`config.mk`:
```
export PLATFORM = sky130hd
export DESIGN_NAME = dmem_arbiter
export DESIGN_NICKNAME = d
export VERILOG_FILES = /design/src/rtl/dmem_arb_pkg.sv /design/src/rtl/dmem_arb_starve.sv /design/src/rtl/dmem_arbiter.sv
export SDC_FILE = /design/constraint.sdc
export NUM_CORES = 1
export LEC_CHECK = 0
export BUFFER_PORTS_ARGS = -buffer_cell sky130_fd_sc_hd__buf_2
export CAP_MARGIN = 30
export CELL_PAD_IN_SITES_DETAIL_PLACEMENT = 1
export CELL_PAD_IN_SITES_GLOBAL_PLACEMENT = 1
export CORE_MARGIN = 3
export CORE_UTILIZATION = 31
export DETAILED_ROUTE_END_ITERATION = 8
export HOLD_SLACK_MARGIN = 0.06
export MAX_ROUTING_LAYER = met4
export PLACE_DENSITY = 0.82
export REMOVE_ABC_BUFFERS = 1
export SYNTH_ARGS = -nofsm -noshare
export SYNTH_HDL_FRONTEND = slang
export SYNTH_HIERARCHICAL = 1
export SYNTH_SLANG_ARGS = --single-unit
```
`constraint.sdc`:
```
create_clock -name clk -period 1.21 [get_ports clk]
set_input_delay 0.121 -clock clk [delete_from_list [all_inputs] [get_ports clk]]
set_output_delay 0.121 -clock clk [all_outputs]
set_load 0.05 [all_outputs]
```
`src/rtl/dmem_arb_pkg.sv`:
```
// Shared types for the data-memory arbiter: owner tags, FSM states,
// the registered command bundle and the default starvation limit.
package dmem_arb_pkg;

    localparam int STARVE_MAX_DEFAULT = 4;

    // Command container widths; the top truncates to its own parameters.
    localparam int CMD_ADDR_W = 32;
    localparam int CMD_DATA_W = 64;

    typedef enum logic {
        OWN_PIPE = 1'b0,
        OWN_DBG  = 1'b1
    } owner_e;

    typedef enum logic [1:0] {
        ST_IDLE   = 2'd0,
        ST_ACTIVE = 2'd1,
        ST_DRAIN  = 2'd2
    } arb_state_e;

    typedef struct packed {
        logic                  we;
        logic [CMD_ADDR_W-1:0] addr;
        logic [CMD_DATA_W-1:0] wdata;
        logic [2:0]            funct3;
    } dmem_cmd_t;

endpackage

```
`src/rtl/dmem_arb_starve.sv`:
```
// Starvation counter: counts pipeline grants while debug waits and
// raises force_dbg once the count reaches STARVE_MAX.
// Ports: clk, reset, d_req, p_gnt, d_gnt in; force_dbg out.
module dmem_arb_starve #(
    parameter int STARVE_MAX = 4
) (
    input  logic clk,
    input  logic reset,
    input  logic d_req,
    input  logic p_gnt,
    input  logic d_gnt,
    output logic force_dbg
);

    localparam int CW = $clog2(STARVE_MAX + 2);
    localparam logic [CW-1:0] LIMIT = CW'(STARVE_MAX);

    logic [CW-1:0] cnt;

    always_ff @(posedge clk) begin
        if (reset) begin
            cnt <= '0;
        end else if (d_gnt || !d_req) begin
            cnt <= '0;
        end else if (p_gnt && (cnt != LIMIT)) begin
            cnt <= cnt + CW'(1);
        end
    end

    assign force_dbg = d_req && (cnt == LIMIT);

endmodule

```
`src/rtl/dmem_arbiter.sv`:
```
// Two-port (pipeline / debug) arbiter in front of a single data memory.
// Ports: clk, reset; p_* pipeline port; d_* debug port; mem_* memory
// side; busy. Config macro DMEM_ARB_STARVE_EN enables anti-starvation.
module dmem_arbiter
    import dmem_arb_pkg::*;
#(
    parameter int DM_ADDRESS = 9,
    parameter int DATA_W     = 32,
    parameter int STARVE_MAX = STARVE_MAX_DEFAULT
) (
    input  logic                  clk,
    input  logic                  reset,

    input  logic                  p_req,
    input  logic                  p_we,
    input  logic [DM_ADDRESS-1:0] p_addr,
    input  logic [DATA_W-1:0]     p_wdata,
    input  logic [2:0]            p_funct3,
    output logic                  p_gnt,
    output logic                  p_rvalid,
    output logic [DATA_W-1:0]     p_rdata,

    input  logic                  d_req,
    input  logic                  d_we,
    input  logic [DM_ADDRESS-1:0] d_addr,
    input  logic [DATA_W-1:0]     d_wdata,
    input  logic [2:0]            d_funct3,
    output logic                  d_gnt,
    output logic                  d_rvalid,
    output logic [DATA_W-1:0]     d_rdata,

    output logic                  mem_MemRead,
    output logic                  mem_MemWrite,
    output logic [DM_ADDRESS-1:0] mem_a,
    output logic [DATA_W-1:0]     mem_wd,
    output logic [2:0]            mem_Funct3,
    input  logic [DATA_W-1:0]     mem_rd,

    output logic                  busy
);

    logic        force_dbg;
    logic        accept;
    owner_e      acc_own;
    dmem_cmd_t   acc_cmd;

    logic        cmd_v;
    owner_e      cmd_own;
    dmem_cmd_t   cmd_q;

    logic        rsp_v;
    owner_e      rsp_own;
    logic [DATA_W-1:0] rsp_data;

    arb_state_e  state, state_nx;
    logic        cmd_rd;
    logic        mem_on;

`ifdef DMEM_ARB_STARVE_EN
    dmem_arb_starve #(
        .STARVE_MAX(STARVE_MAX)
    ) u_starve (
        .clk      (clk),
        .reset    (reset),
        .d_req    (d_req),
        .p_gnt    (p_gnt),
        .d_gnt    (d_gnt),
        .force_dbg(force_dbg)
    );
`else
    // Pure strict priority: debug is never forced ahead of the pipeline.
    assign force_dbg = 1'b0;
`endif

    // Grants are combinational; reset masks both.
    assign p_gnt  = !reset && p_req && !force_dbg;
    assign d_gnt  = !reset && d_req && !p_gnt;
    assign accept = p_gnt || d_gnt;

    always_comb begin
        acc_own = OWN_PIPE;
        acc_cmd = '0;
        if (d_gnt) begin
            acc_own        = OWN_DBG;
            acc_cmd.we     = d_we;
            acc_cmd.addr   = CMD_ADDR_W'(d_addr);
            acc_cmd.wdata  = CMD_DATA_W'(d_wdata);
            acc_cmd.funct3 = d_funct3;
        end else begin
            acc_cmd.we     = p_we;
            acc_cmd.addr   = CMD_ADDR_W'(p_addr);
            acc_cmd.wdata  = CMD_DATA_W'(p_wdata);
            acc_cmd.funct3 = p_funct3;
        end
    end

    // Command stage: one accepted request per cycle.
    always_ff @(posedge clk) begin
        if (reset) begin
            cmd_v   <= 1'b0;
            cmd_own <= OWN_PIPE;
            cmd_q   <= '0;
        end else begin
            cmd_v <= accept;
            if (accept) begin
                cmd_own <= acc_own;
                cmd_q   <= acc_cmd;
            end
        end
    end

    assign cmd_rd = cmd_v && !cmd_q.we;

    // Response stage: memory read data captured at the end of N+1.
    // rsp_own/rsp_data persist so rdata holds between responses.
    always_ff @(posedge clk) begin
        if (reset) begin
            rsp_v    <= 1'b0;
            rsp_own  <= OWN_PIPE;
            rsp_data <= '0;
        end else begin
            rsp_v <= cmd_rd;
            if (cmd_rd) begin
                rsp_own  <= cmd_own;
                rsp_data <= mem_rd;
            end
        end
    end

    always_ff @(posedge clk) begin
        if (reset) begin
            state <= ST_IDLE;
        end else begin
            state <= state_nx;
        end
    end

    always_comb begin
        state_nx = ST_IDLE;
        unique case (state)
            ST_IDLE:   state_nx = accept ? ST_ACTIVE : ST_IDLE;
            ST_ACTIVE: begin
                if (accept)      state_nx = ST_ACTIVE;
                else if (cmd_rd) state_nx = ST_DRAIN;
                else             state_nx = ST_IDLE;
            end
            ST_DRAIN:  state_nx = accept ? ST_ACTIVE : ST_IDLE;
            default:   state_nx = ST_IDLE;
        endcase
    end

    // All outputs are forced low while reset is held.
    assign mem_on       = !reset && cmd_v;
    assign mem_MemRead  = mem_on && !cmd_q.we;
    assign mem_MemWrite = mem_on && cmd_q.we;
    assign mem_a        = mem_on ? cmd_q.addr[DM_ADDRESS-1:0] : '0;
    assign mem_wd       = mem_on ? cmd_q.wdata[DATA_W-1:0] : '0;
    assign mem_Funct3   = mem_on ? cmd_q.funct3 : 3'b000;

    assign p_rvalid = !reset && rsp_v && (rsp_own == OWN_PIPE);
    assign d_rvalid = !reset && rsp_v && (rsp_own == OWN_DBG);
    assign p_rdata  = (!reset && rsp_own == OWN_PIPE) ? rsp_data : '0;
    assign d_rdata  = (!reset && rsp_own == OWN_DBG) ? rsp_data : '0;

    assign busy = !reset && (state != ST_IDLE);

    // Container bits above the configured widths are never driven out.
    logic unused_bits;
    assign unused_bits = ^{cmd_q.addr, cmd_q.wdata, 32'(STARVE_MAX)};

endmodule

```
* Word-level counts from Yosys, hierarchy flattened
Cells that the tools add are included.
** Word-level totals
- Input port bits :: 126
- Logic and storage cells :: 44
- Output and inout bits :: 115
- Flip-flop bits (word level) :: 83
** Cells by class
- Reductions and logical operators :: 20
- Bitwise gates (word level) :: 1
- Multiplexer cells :: 11
- Eq/ne operators :: 2
** Operators by type and width (count)
- 100-bit 2-to-1 mux :: 1
- 32-bit 2-to-1 mux :: 3
- 1-bit logical AND :: 13
- 9-bit 2-to-1 mux :: 1
- 2-bit 2-to-1 mux :: 2
- 2-bit case mux with 2 select lines :: 1
- 1-bit zero test :: 3
- 3-bit 2-to-1 mux :: 1
- 2-bit by 1-bit == test with 1-bit output, second input constant :: 1
- 2-bit == test, second input constant :: 1
- 2-bit zero test :: 1
- 1-bit 2-to-1 mux :: 2
- 2-bit nonzero test :: 1
- 2-bit OR reduction :: 1
- 1-bit logical OR :: 1
- 1-bit NOT :: 1

* Longest topological paths before layout
- Depth in word-level cells :: 7
- Mapped depth :: 5
- Depth with buffers taken out :: 3

* Worst setup path after synthesis
OpenSTA, ideal clock, no wires.
- Path type :: input -> output
- Start :: input p_req
- End :: output d_gnt
- Stages on the path :: 4
- Required time :: 1.089 ns
- Arrival :: 1.769 ns
- Setup slack :: -0.680 ns
- Buffers on the path :: 3
- Cell sequence :: buf_2 > buf_4 > buf_4 > nor3b_1
** Between the ends
- Word-level cells in the longest chain between the ends :: 3
** RTL lines
- from (decl) :: line dmem_arbiter.sv:14 : input logic p_req,
- 1-bit logical AND :: line dmem_arbiter.sv:76 : assign p_gnt = !reset && p_req && !force_dbg;
- 1-bit zero test :: line dmem_arbiter.sv:77 : assign d_gnt = !reset && d_req && !p_gnt;
- 1-bit logical AND :: line dmem_arbiter.sv:77
- to (decl) :: line dmem_arbiter.sv:28 : output logic d_gnt,
Every way passes these cells.

* Worst setup path after layout
- Start :: register rsp_own
- End :: output d_rdata[24]
** Between the ends
- Word-level cells in the longest chain between the ends :: 2
** RTL lines
- from (decl) :: line dmem_arbiter.sv:52 : owner_e rsp_own;
- from (signal assigned) :: line dmem_arbiter.sv:124 : rsp_own <= cmd_own;
- 1-bit logical AND :: line dmem_arbiter.sv:163 : assign d_rdata = (!reset && rsp_own == OWN_DBG) ? rsp_data : '0;
- 32-bit 2-to-1 mux :: line dmem_arbiter.sv:163
- to (decl) :: line dmem_arbiter.sv:30 : output logic [DATA_W-1:0] d_rdata,
Every way passes these cells.

==> run metrics <==
nets 936; overall routing resource usage 26.5%; Post-synth EDFFs 0; Final Wtd Congestion 0.806; outcome complete, but fails checks; Synth area leader dfxtp_1; initial antenna violation count 2; worst hold path type input pin to register; final WL ~24 mm; Post-Layout Cell Count a little under 1000; Final min period ~1.6 ns; failing checks setup timing; H-tree depth 3; via count 5079; GR met2 Demand/Resource ~44%; Synth async-reset ratio 0%; Max Clk Rate approximately 630 MHz; Synth Register Bits 83; Max Root-Sink Buffers 2; crit path capture d_rdata[24]; Clock Latency Late Sink between 0.3 and 0.4 ns; Final Power slightly above 8 mW; setup TNS -34.53 ns; CP Max Fanout 8; CTS buffer count 9; Lkg Pwr a little under 4 nW; vias per inst around 5.1; post-synthesis cell area around 0.0043 mm2; global route hottest layer met2; register area share after synthesis 39.0%; worst r2r src cmd_v; CP Capture Type output port; die width ~120 um; r2r endpoint rsp_data[16]; chip height 123 um; synth cell count leaders and2_1, dfxtp_1, nand2_1; DR iter-0 viols 288; vias in the first global route roughly 5400; Pwr Density 983 mW/mm2; Area Growth Syn to Fin 93.5%; Setup-failing EPs final between 100 and 150; grt ovf 0; Max rail drop VDD slightly above 500 uV; max_slew headroom between 70% and 80%; r2r worst-path depth 5; CTS sink cnt 83; placed instance count between 800 and 900; share of the synthesized area in the top cell type a little under 40%; WP data arrival 1.47 ns; r2r setup slk -0.13 ns; port buffer count between 200 and 250; CP required approximately 1.1 ns; Core Area approximately 0.013 mm2; distinct cell type count after synthesis 21; Setup crit start rsp_own; Crit Path Category register to output port; top_reg_cell synth dfxtp_1; number of routed nets with antenna violations 0; clk slew on worst S/H paths ~0.06 ns; Yosys warning total 6; RSZ-0062 raised after global routing yes; I/O Pins 241; worst hold slack 0.158 ns; fraction of layout cells with a size suffix above 1 51.7%; largest net degree at the start of global routing 35; Worst-Margin Slew ~0.44 ns; Slew Limit Fails 0; top-count cell post-synth and2_1; Mapped Avg Cell Area between 8 and 9 um2; met1 usage between 20 and 30%; Fin. Hold Viols 0; Setup crit start kind register; CTS tree built; met3 Use GR around 7.5%; first-pass GRT wire length 29.8 mm; drc violations 0; post-DP HPWL 11.1 mm; CTS root buffer clkbuf_16; Final Cycle Share 132%; Post-Syn Instances ~480; Max-cap violations 0; DR pass1 iterations 4; WL per Instance 24.2 um; fill cell count 1435; dominant cells by area after synthesis dfxtp_1, and2_1, mux2i_1; Clock Skew roughly 0.0025 ns; Std-Cell Rows 42; Worst Setup Slack, final -0.385 ns; Starting Density 31.9%; Die Area approximately 0.015 mm2
[how the worst min path moves through the flow]
stage	end	start	cells after the start
floorplan	rsp_data[0]	reset	1
global placement	cmd_q[13]	p_wdata[10]	3
detailed placement	cmd_q[33]	p_wdata[30]	3
CTS	cmd_q[69]	d_addr[2]	4
global route	cmd_q[8]	d_wdata[5]	4
finish	cmd_q[73]	d_addr[6]	4
[stage by stage]
step / utilization (%) / cell area (um2) / setup slack, ns
floorplan: - / 4060 / -0.912
global placement: 43.1 / 5750 / -0.0470
detailed placement: 43.1 / 5750 / -0.0684
CTS: 57.1 / 7620 / -0.301
global route: 61.8 / 8250 / -0.436
finish: 61.8 / 8250 / -0.385
[worst max-delay path, cell delays in order (launching register included)]
cell and delay [ns]:
dfxtp_2 0.34, nor2b_4 0.18, buf_4 0.16, buf_12 0.13, and2_4 0.16, buf_6 0.16
[kinds of logic (layout without fill, tap and decap cells)]
family,after synthesis,after routing,synth area share (%)
buffers and inverters,39,371,4.84
muxes,90,90,24.0
DFF,83,83,39.0
other,0,2,0
AOI/OAI and AO/OA,34,34,4.14
and+or+nand+nor,236,236,28.0
[routing by layer]
metal | routed length, um | vias up
li1 | - | 2214
met1 | 8790 | 2470
met2 | 11900 | 317
met3 | 2250 | 78
met4 | 1010 | 0
met5 | 0 | -
[state kept, by name (all words and copies together), names as in the netlist]
name / flops
cmd_own: 1
cmd_q: 45
cmd_v: 1
rsp_data: 32
rsp_own: 1
rsp_v: 1
state: 2
[layout make-up]
cell class	count	area [um2]	share of cell area, %
Tap cell	176	220	2.67
Sequential cell	83	1670	20.2
Clock inverter	2	35.0	0.425
Antenna cell	2	5.00	0.0607
Multi-Input combinational cell	360	2660	32.3
Timing Repair Buffer	356	3400	41.2
Clock buffer	13	260	3.16
[what timing repair did]
action,CTS,global route
hold buffers,77,0
pin swaps,11,14
gates cloned,0,9
hold endpoints to repair,77,0
endpoints found under the setup margin,113,146
buffers inserted,4,4
gates resized for setup,245,117
[where the power goes]
part           internal (mW)  switching (mW)  total [mW]
clock network           1.70            1.10        2.81
logic                   1.07            1.16        2.23
registers               2.92           0.150        3.07
[placed cells by master (no fill, tap or decap), types with 4 or more instances in the layout]
cell type	netlist	layout
dfxtp_1	83	79
buf_12	0	11
nor2_1	53	49
a21oi_1	32	8
mux2_4	18	18
and2_4	0	41
mux2_2	27	27
nand2_2	0	4
buf_8	0	41
buf_6	4	75
dfxtp_2	0	4
buf_4	3	18
mux2i_1	45	45
and2_1	111	70
clkbuf_16	0	16
a21oi_2	0	23
dlygate4sd3_1	0	77
nand2_1	64	58
buf_2	15	127
(Power assumes the default switching activity.)
